<file path="config.mk">
export PLATFORM = sky130hd
export DESIGN_NAME = seg7_decoder
export DESIGN_NICKNAME = d
export VERILOG_FILES = /design/src/rtl/seg7_pkg.sv /design/src/rtl/seg7_lut.sv /design/src/rtl/seg7_decoder.sv
export SDC_FILE = /design/constraint.sdc
export NUM_CORES = 1
export LEC_CHECK = 0
export CAP_MARGIN = 0
export CELL_PAD_IN_SITES_DETAIL_PLACEMENT = 0
export CELL_PAD_IN_SITES_GLOBAL_PLACEMENT = 2
export CORE_MARGIN = 2
export CORE_UTILIZATION = 24
export CTS_CLUSTER_DIAMETER = 200
export CTS_CLUSTER_SIZE = 40
export DETAILED_ROUTE_END_ITERATION = 7
export PLACE_DENSITY_LB_ADDON = 0.1
export REMOVE_ABC_BUFFERS = 1
export SYNTH_ARGS = -nofsm -noshare
export SYNTH_HDL_FRONTEND = slang
export SYNTH_HIERARCHICAL = 1
export SYNTH_SLANG_ARGS = --single-unit
</file>
<file path="constraint.sdc">
create_clock -name clk -period 3.4 [get_ports clk]
set_input_delay 0.85 -clock clk [delete_from_list [all_inputs] [get_ports clk]]
set_output_delay 0.85 -clock clk [all_outputs]
set_load 0.01 [all_outputs]
</file>
<file path="src/rtl/seg7_pkg.sv">
// +--------------------------------------------------------------------------+
// | seg7_pkg : segment type, active-low glyph constants and polarity helper  |
// | Revision : 1.0                                                           |
// +--------------------------------------------------------------------------+
`default_nettype none

package seg7_pkg;

  // Bit order: [0]=a [1]=b [2]=c [3]=d [4]=e [5]=f [6]=g
  typedef logic [6:0] seg_t;

  // Glyphs are stored active-low; a 0 bit lights the segment.
  localparam seg_t SEG_0     = 7'h40;
  localparam seg_t SEG_1     = 7'h79;
  localparam seg_t SEG_2     = 7'h24;
  localparam seg_t SEG_3     = 7'h30;
  localparam seg_t SEG_4     = 7'h19;
  localparam seg_t SEG_5     = 7'h12;
  localparam seg_t SEG_6     = 7'h02;
  localparam seg_t SEG_7     = 7'h78;
  localparam seg_t SEG_8     = 7'h00;
  localparam seg_t SEG_9     = 7'h10;
  localparam seg_t SEG_A     = 7'h08;
  localparam seg_t SEG_B     = 7'h03;
  localparam seg_t SEG_C     = 7'h46;
  localparam seg_t SEG_D     = 7'h21;
  localparam seg_t SEG_E     = 7'h06;
  localparam seg_t SEG_F     = 7'h0E;
  localparam seg_t SEG_BLANK = 7'h7F;

  function automatic seg_t seg_polarity(input seg_t seg, input bit active_low);
    return active_low ? seg : ~seg;
  endfunction

endpackage

`default_nettype wire

</file>
<file path="src/rtl/seg7_lut.sv">
// +--------------------------------------------------------------------------+
// | seg7_lut : combinational 4-bit digit to active-low glyph lookup          |
// | Optional macro SEG7_HEX_GLYPHS_EN adds glyphs A-F for codes 10-15.       |
// | Revision : 1.0                                                           |
// +--------------------------------------------------------------------------+
`default_nettype none

module seg7_lut
  import seg7_pkg::*;
(
  input  logic [3:0] bcd,
  output seg_t       seg
);

  always_comb begin
    seg = SEG_BLANK;
    case (bcd)
      4'd0:    seg = SEG_0;
      4'd1:    seg = SEG_1;
      4'd2:    seg = SEG_2;
      4'd3:    seg = SEG_3;
      4'd4:    seg = SEG_4;
      4'd5:    seg = SEG_5;
      4'd6:    seg = SEG_6;
      4'd7:    seg = SEG_7;
      4'd8:    seg = SEG_8;
      4'd9:    seg = SEG_9;
`ifdef SEG7_HEX_GLYPHS_EN
      4'd10:   seg = SEG_A;
      4'd11:   seg = SEG_B;
      4'd12:   seg = SEG_C;
      4'd13:   seg = SEG_D;
      4'd14:   seg = SEG_E;
      4'd15:   seg = SEG_F;
`endif
      // Codes without a glyph fall back to a dark digit rather than a fragment.
      default: seg = SEG_BLANK;
    endcase
  end

endmodule

`default_nettype wire

</file>
<file path="src/rtl/seg7_decoder.sv">
// +--------------------------------------------------------------------------+
// | seg7_decoder : registered BCD to seven-segment decoder, one HEX digit    |
// | Optional macro SEG7_HEX_GLYPHS_EN (in seg7_lut) shows A-F for 10-15.     |
// | Revision : 1.0                                                           |
// +--------------------------------------------------------------------------+
`default_nettype none

module seg7_decoder
  import seg7_pkg::*;
#(
  parameter bit ACTIVE_LOW = 1'b1
) (
  input  logic       clk,
  input  logic       reset,
  input  logic [3:0] bcd,
  input  logic       blank,
  output logic [6:0] leds
);

  localparam seg_t BLANK_PAT = seg_polarity(SEG_BLANK, ACTIVE_LOW);

  seg_t glyph;
  seg_t leds_d;
  seg_t leds_q;

  seg7_lut u_lut (
    .bcd (bcd),
    .seg (glyph)
  );

  always_comb begin
    leds_d = BLANK_PAT;
    if (!blank) begin
      leds_d = seg_polarity(glyph, ACTIVE_LOW);
    end
  end

  // Reset wins over blank and bcd, so it lives in the register itself.
  always_ff @(posedge clk) begin
    if (reset) begin
      leds_q <= BLANK_PAT;
    end else begin
      leds_q <= leds_d;
    end
  end

  assign leds = leds_q;

endmodule

`default_nettype wire

</file>
==> impl_metrics.py, run 1 <==
metrics = {
    "cts": {
        "ctsResizeCount": 0,
        "ctsHoldBuffers": 0,
        "cts-htree-levels": 1,
        "cts_setup_buffers": 0,
        "cts.clk_slew.worst_paths_ps": 50,
        "cts.sink_count": 7,
        "cts-root-buf": "clkbuf_4",
        "cts_inserted_buffers": 3,
        "max-clock-path-buffers": 2,
        "tritoncts": "yes",
    },
    "logic_synthesis": {
        "synth_top_cells_by_count": "dfxtp_1, or3_1, o21ai_0",
        "synth_cells": 47,
        "synth_flop_cell": "dfxtp_1",
        "yosysUniqueCellTypes": 15,
        "synthTopCellsByArea": "dfxtp_1, ha_1, or3_1",
        "ys_ff_latch": 7,
        "postSynthAreaPerCell_um2": 8.39,
        "synth_top_area_share": 0.356,
        "yosys_warnings": 6,
        "yosysSeqAreaShare": 0.356,
        "yosysTopAreaCell": "dfxtp_1",
        "mappedNetlistArea_um2": 394,
        "synth_edf_count": 0,
        "ys_async_sr_fraction": 0,
    },
    "placed_design": {
        "dpl_cell_area_um2": 528,
        "io_buffers": 13,
        "placed_cells": 74,
        "gp_congestion": 0.718,
        "post-dp-hpwl_um": 607,
    },
    "power_and_ir_drop": {
        "p_total_uw": 196,
        "irDropWorstVdd_mv": 0.0773,
        "power_density_nw_per_um2": 353,
        "leakagePower_uw": 0.000231,
    },
    "run_status": {
        "outcome": "finished, final reports clean",
    },
    "layout": {
        "fin_nets": 75,
        "drive_above_1_share": 0.0645,
        "largest_register_ff_count": 7,
        "layout.cells.non_filler": 78,
        "final_cell_area_um2": 554,
        "area_growth_pct": 40.6,
        "n_antenna_cell": 0,
    },
    "drt": {
        "drcViolationCount": 0,
        "first_pass_iters": 2,
        "wl_per_cell_um": 9.18,
        "drtIter0Drc": 2,
        "drt_wl_total_um": 716,
        "via_count": 333,
        "final_antenna_net_count": 0,
        "vias_per_cell": 4.27,
    },
    "sta": {
        "hold_violations": 0,
        "max_slew.worst_pin.slew_ps": 304,
        "setup_viol": 0,
        "timing.hold.ws_ps": 1330,
        "fmax_mhz": 431,
        "period_share": 0.682,
        "rsz0062_at_grt": "false",
        "slew_violations": 0,
        "min_period_ps": 2320,
        "max-slew-margin-rel": 0.797,
        "finalSetupTns_ps": 0,
    },
    "grt": {
        "antenna_found_initial": 0,
        "grt_usage": 0.0810,
        "grt_pass1_vias": 283,
        "grt_max_degree": 12,
        "overflow": 0,
        "grt_pass1_wl_mm": 1.11,
    },
    "worst_setup_path": {
        "path_cells": "clkdlybuf4s50_1 > inv_1 > ha_1 > or2_1 > a21oi_2 > a31oi_1 > or3_1",
        "worstPathArrival_ps": 2440,
        "crit_start": "bcd[1]",
        "cp-start-kind": "input port",
        "max_stage_delay_ps": 570,
        "cp.required_ps": 3520,
        "cp_max_fo": 6,
        "end_kind": "flip-flop",
        "cp_slowest_cell": "clkdlybuf4s50_1",
        "critPathKind": "in -> reg",
    },
    "worst_hold_path": {
        "hold_class": "in -> reg",
        "hold_path.startpoint": "blank",
        "whs_endpoint": "leds[4]",
        "hold_path_depth": 2,
    },
    "floorplan": {
        "num_rows": 14,
        "core_um2": 1520,
        "dieHeight_um": 44.5,
        "die_area_um2": 1980,
        "io_pins": 14,
        "start_util": 0.259,
        "die_w_um": 44.5,
    },
    "run": {
        "drv_cap": 0,
    },
}
critical path: cells and delay by family:
kind | cells | cell delay [ps]
buf+inv | 2 | 690
simple gates | 2 | 520
compound gates | 2 | 200
fa+ha+maj | 1 | 180
how the worst max path moves through the flow:
stage	slack, ps	cells after the start	to
after floorplan	1530	6	leds[0]
after global placement	830	7	leds[3]
after detailed placement	810	7	leds[3]
after CTS	1070	7	leds[3]
after global routing	1000	7	leds[3]
final	1080	7	leds[3]
routing by layer:
metal | wire, µm | GRT usage
met2 | 330 | 0.116
met3 | 101 | 0.0449
met4 | 6 | 0.0909
met1 | 277 | 0.0760
met5 | 0 | 0
cell type report:
| class | instances | area (µm²) |
|---|---|---|
| clock buffer | 4 | 26.3 |
| fill | 158 | 970 |
| inverter | 3 | 11.3 |
| multi-input combinational | 35 | 226 |
| sequential | 7 | 140 |
| tap | 16 | 20.0 |
| timing repair buffer | 13 | 130 |
metrics by stage:
stage	util	setup WS (ps)
2_1_floorplan	-	1530
3_3_place_gp	0.346	826
3_5_place_dp	0.346	809
4_1_cts	0.364	1070
5_1_grt	0.364	1000
6_report	0.364	1080
layout by cell type (no fill, tap or decap), drive strengths merged:
| cell type | n |
|---|---|
| clkdlybuf4s50 | 13 |
| inv | 3 |
| nand2b | 4 |
| or2 | 1 |
| ha | 5 |
| or2b | 1 |
| clkbuf | 4 |
| or3 | 7 |
| a21oi | 3 |
| a31oi | 1 |
| dfxtp | 7 |
| nand2 | 2 |
| nor2 | 5 |
| o21ai | 6 |
kinds of logic after synthesis:
logic type	share of synthesized area
fa+ha+maj	0.159
compound gates	0.140
buf+inv	0.0698
flops	0.356
simple gates	0.276
report_power, final:
part	leakage, µW	total, µW	internal, µW	switching (µW)
Clock	0.0000150	71.0	44.5	26.4
Combinational	0.000158	37.8	20.5	17.3
Sequential	0.0000576	86.9	86.0	0.906
Total	0.000231	196	151	44.6
Note: power is estimated with default switching activity, not from simulation.
==> run 2: changes to the inputs <==
--- a/config.mk
+++ b/config.mk
@@ -9,7 +9,7 @@
 export CELL_PAD_IN_SITES_DETAIL_PLACEMENT = 0
 export CELL_PAD_IN_SITES_GLOBAL_PLACEMENT = 2
 export CORE_MARGIN = 2
-export CORE_UTILIZATION = 24
+export CORE_UTILIZATION = 20
 export CTS_CLUSTER_DIAMETER = 200
 export CTS_CLUSTER_SIZE = 40
 export DETAILED_ROUTE_END_ITERATION = 7
==> constraint.sdc (replaced) <==
create_clock -name clk -period 1.9 [get_ports clk]
set_input_delay 0.475 -clock clk [delete_from_list [all_inputs] [get_ports clk]]
set_output_delay 0.475 -clock clk [all_outputs]
set_load 0.01 [all_outputs]
==> run 2 against run 1 <==
Compared with the run above: via count increased by 8.4%; total power up 85%; final cell count is 23% higher; global-route usage hardly changed; count of clock-buffer cells in the layout stayed put; utilization down 3.7 points; worst hold slack lost 370 ps; highest routed layer is now met3.
==> impl_metrics.py, run 2 (synthesis results as in run 1) <==
metrics = {
    "run_status": {
        "outcome": "finished, final reports clean",
    },
    "layout": {
        "area_growth_pct": 57.5,
        "largest_register_ff_count": 7,
        "n_antenna_cell": 0,
        "multi_input_area_um2": 226,
        "fill_cells": 211,
        "final_cell_mix": "clkdlybuf4s50_1, or3_1, dfxtp_1, buf_4, o21ai_0",
        "drive_above_1_share": 0.159,
        "layout_commonest_cell": "clkdlybuf4s50_1",
        "fin_nets": 82,
        "regArea_um2": 140,
    },
    "floorplan": {
        "die_area_um2": 2340,
        "die_w_um": 48.4,
        "core_um2": 1900,
        "io_pins": 14,
        "dieHeight_um": 48.4,
        "start_util": 0.207,
        "num_rows": 16,
    },
    "sta": {
        "rsz0062_at_grt": "false",
        "max_slew.worst_pin.slew_ps": 200,
        "fmax_mhz": 562,
        "slew_violations": 0,
        "period_share": 0.937,
        "hold_violations": 0,
        "min_period_ps": 1780,
        "max-slew-margin-rel": 0.866,
        "finalSetupTns_ps": 0,
        "setup_viol": 0,
    },
    "cts": {
        "cts-htree-levels": 1,
        "cts_setup_buffers": 0,
        "cts.clk_slew.worst_paths_ps": 50,
        "cts.sink_count": 7,
        "cts-root-buf": "clkbuf_4",
        "tritoncts": "yes",
        "ctsResizeCount": 0,
        "max-clock-path-buffers": 2,
        "ctsHoldBuffers": 0,
        "cts_inserted_buffers": 3,
    },
    "power_and_ir_drop": {
        "irDropWorstVdd_mv": 0.182,
        "power_density_nw_per_um2": 584,
        "p_total_uw": 363,
        "leakagePower_uw": 0.000265,
    },
    "drt": {
        "first_pass_iters": 1,
        "final_antenna_net_count": 0,
        "vias_per_cell": 3.76,
        "via_count": 361,
        "wl_per_cell_um": 8.24,
        "drcViolationCount": 0,
        "drtIter0Drc": 0,
        "drt_wl_total_um": 791,
    },
    "worst_setup_path": {
        "critPathKind": "in -> reg",
        "max_stage_delay_ps": 480,
        "path_cells": "clkdlybuf4s50_1 > inv_1 > ha_1 > or2_1 > a21oi_2 > nor2_1 > or3_1",
        "cp.required_ps": 2020,
        "cp-start-kind": "input port",
        "cp_slowest_cell": "clkdlybuf4s50_1",
        "cp_max_fo": 3,
        "end_kind": "flip-flop",
        "worstPathArrival_ps": 1900,
    },
    "grt": {
        "grt_max_degree": 8,
        "overflow": 0,
        "grt_usage": 0.0811,
        "grt_pass1_wl_mm": 1.42,
        "grt_pass1_vias": 344,
        "antenna_found_initial": 0,
    },
    "placed_design": {
        "post-dp-hpwl_um": 705,
        "gp_congestion": 0.685,
        "io_buffers": 13,
    },
    "worst_hold_path": {
        "hold_class": "in -> reg",
    },
    "run": {
        "drv_cap": 0,
    },
}
run 2: cell count changes in the layout (fill, tap and decap cells not counted), sizes merged:
cell | before | now
buf | 0 | 7
run 2: worst max-delay path, delay by kind of cell:
family | cells | cell delay, ps
AND/OR/NAND/NOR | 3 | 560
AO/OA/AOI/OAI | 1 | 150
buffers and inverters | 2 | 550
adder cells (fa/ha/maj) | 1 | 170
run 2: final cells by class:
| cell class | count | share of cell area |
|---|---|---|
| multi-input cells | 35 | 0.365 |
| repair buffers | 20 | 0.294 |
| flip-flops and latches | 7 | 0.226 |
| well taps | 27 | 0.0544 |
| clock buffers | 4 | 0.0423 |
| inverters | 3 | 0.0181 |
run 2: per-layer routing:
layer / track usage / up-vias / wire [µm]
met1: 0.0845 / 148 / 317
met3: 0.0340 / 0 / 56
met4: 0.0571 / 0 / 0
li1: - / 199 / -
met2: 0.132 / 14 / 417
met5: 0 / - / 0
run 2: path summary, 6_finish.rpt:
check	startpoint	end	slack (ps)	depth (start not counted)
setup / recovery	bcd[1]	leds[0]	120	7
hold / removal	blank	leds[4]	950	2
run 2: metrics by stage:
stage                     area [µm²]  hold slack [ps]  cells   util  setup WS (ps)
after floorplan                  378              577     45      -            402
after global placement           594             1210     92  0.313           -154
after detailed placement         594             1200     92  0.313           -150
after CTS                        621              955     96  0.326            110
after global routing             621              955     96  0.326           41.1
final                            621              951     96  0.326            120
run 2: where the power goes:
group | internal (µW) | switching [µW] | total [µW]
Clock | 79.6 | 46.4 | 126
Sequential | 154 | 1.33 | 155
Combinational | 47.1 | 34.3 | 81.4
Total | 281 | 82.0 | 363
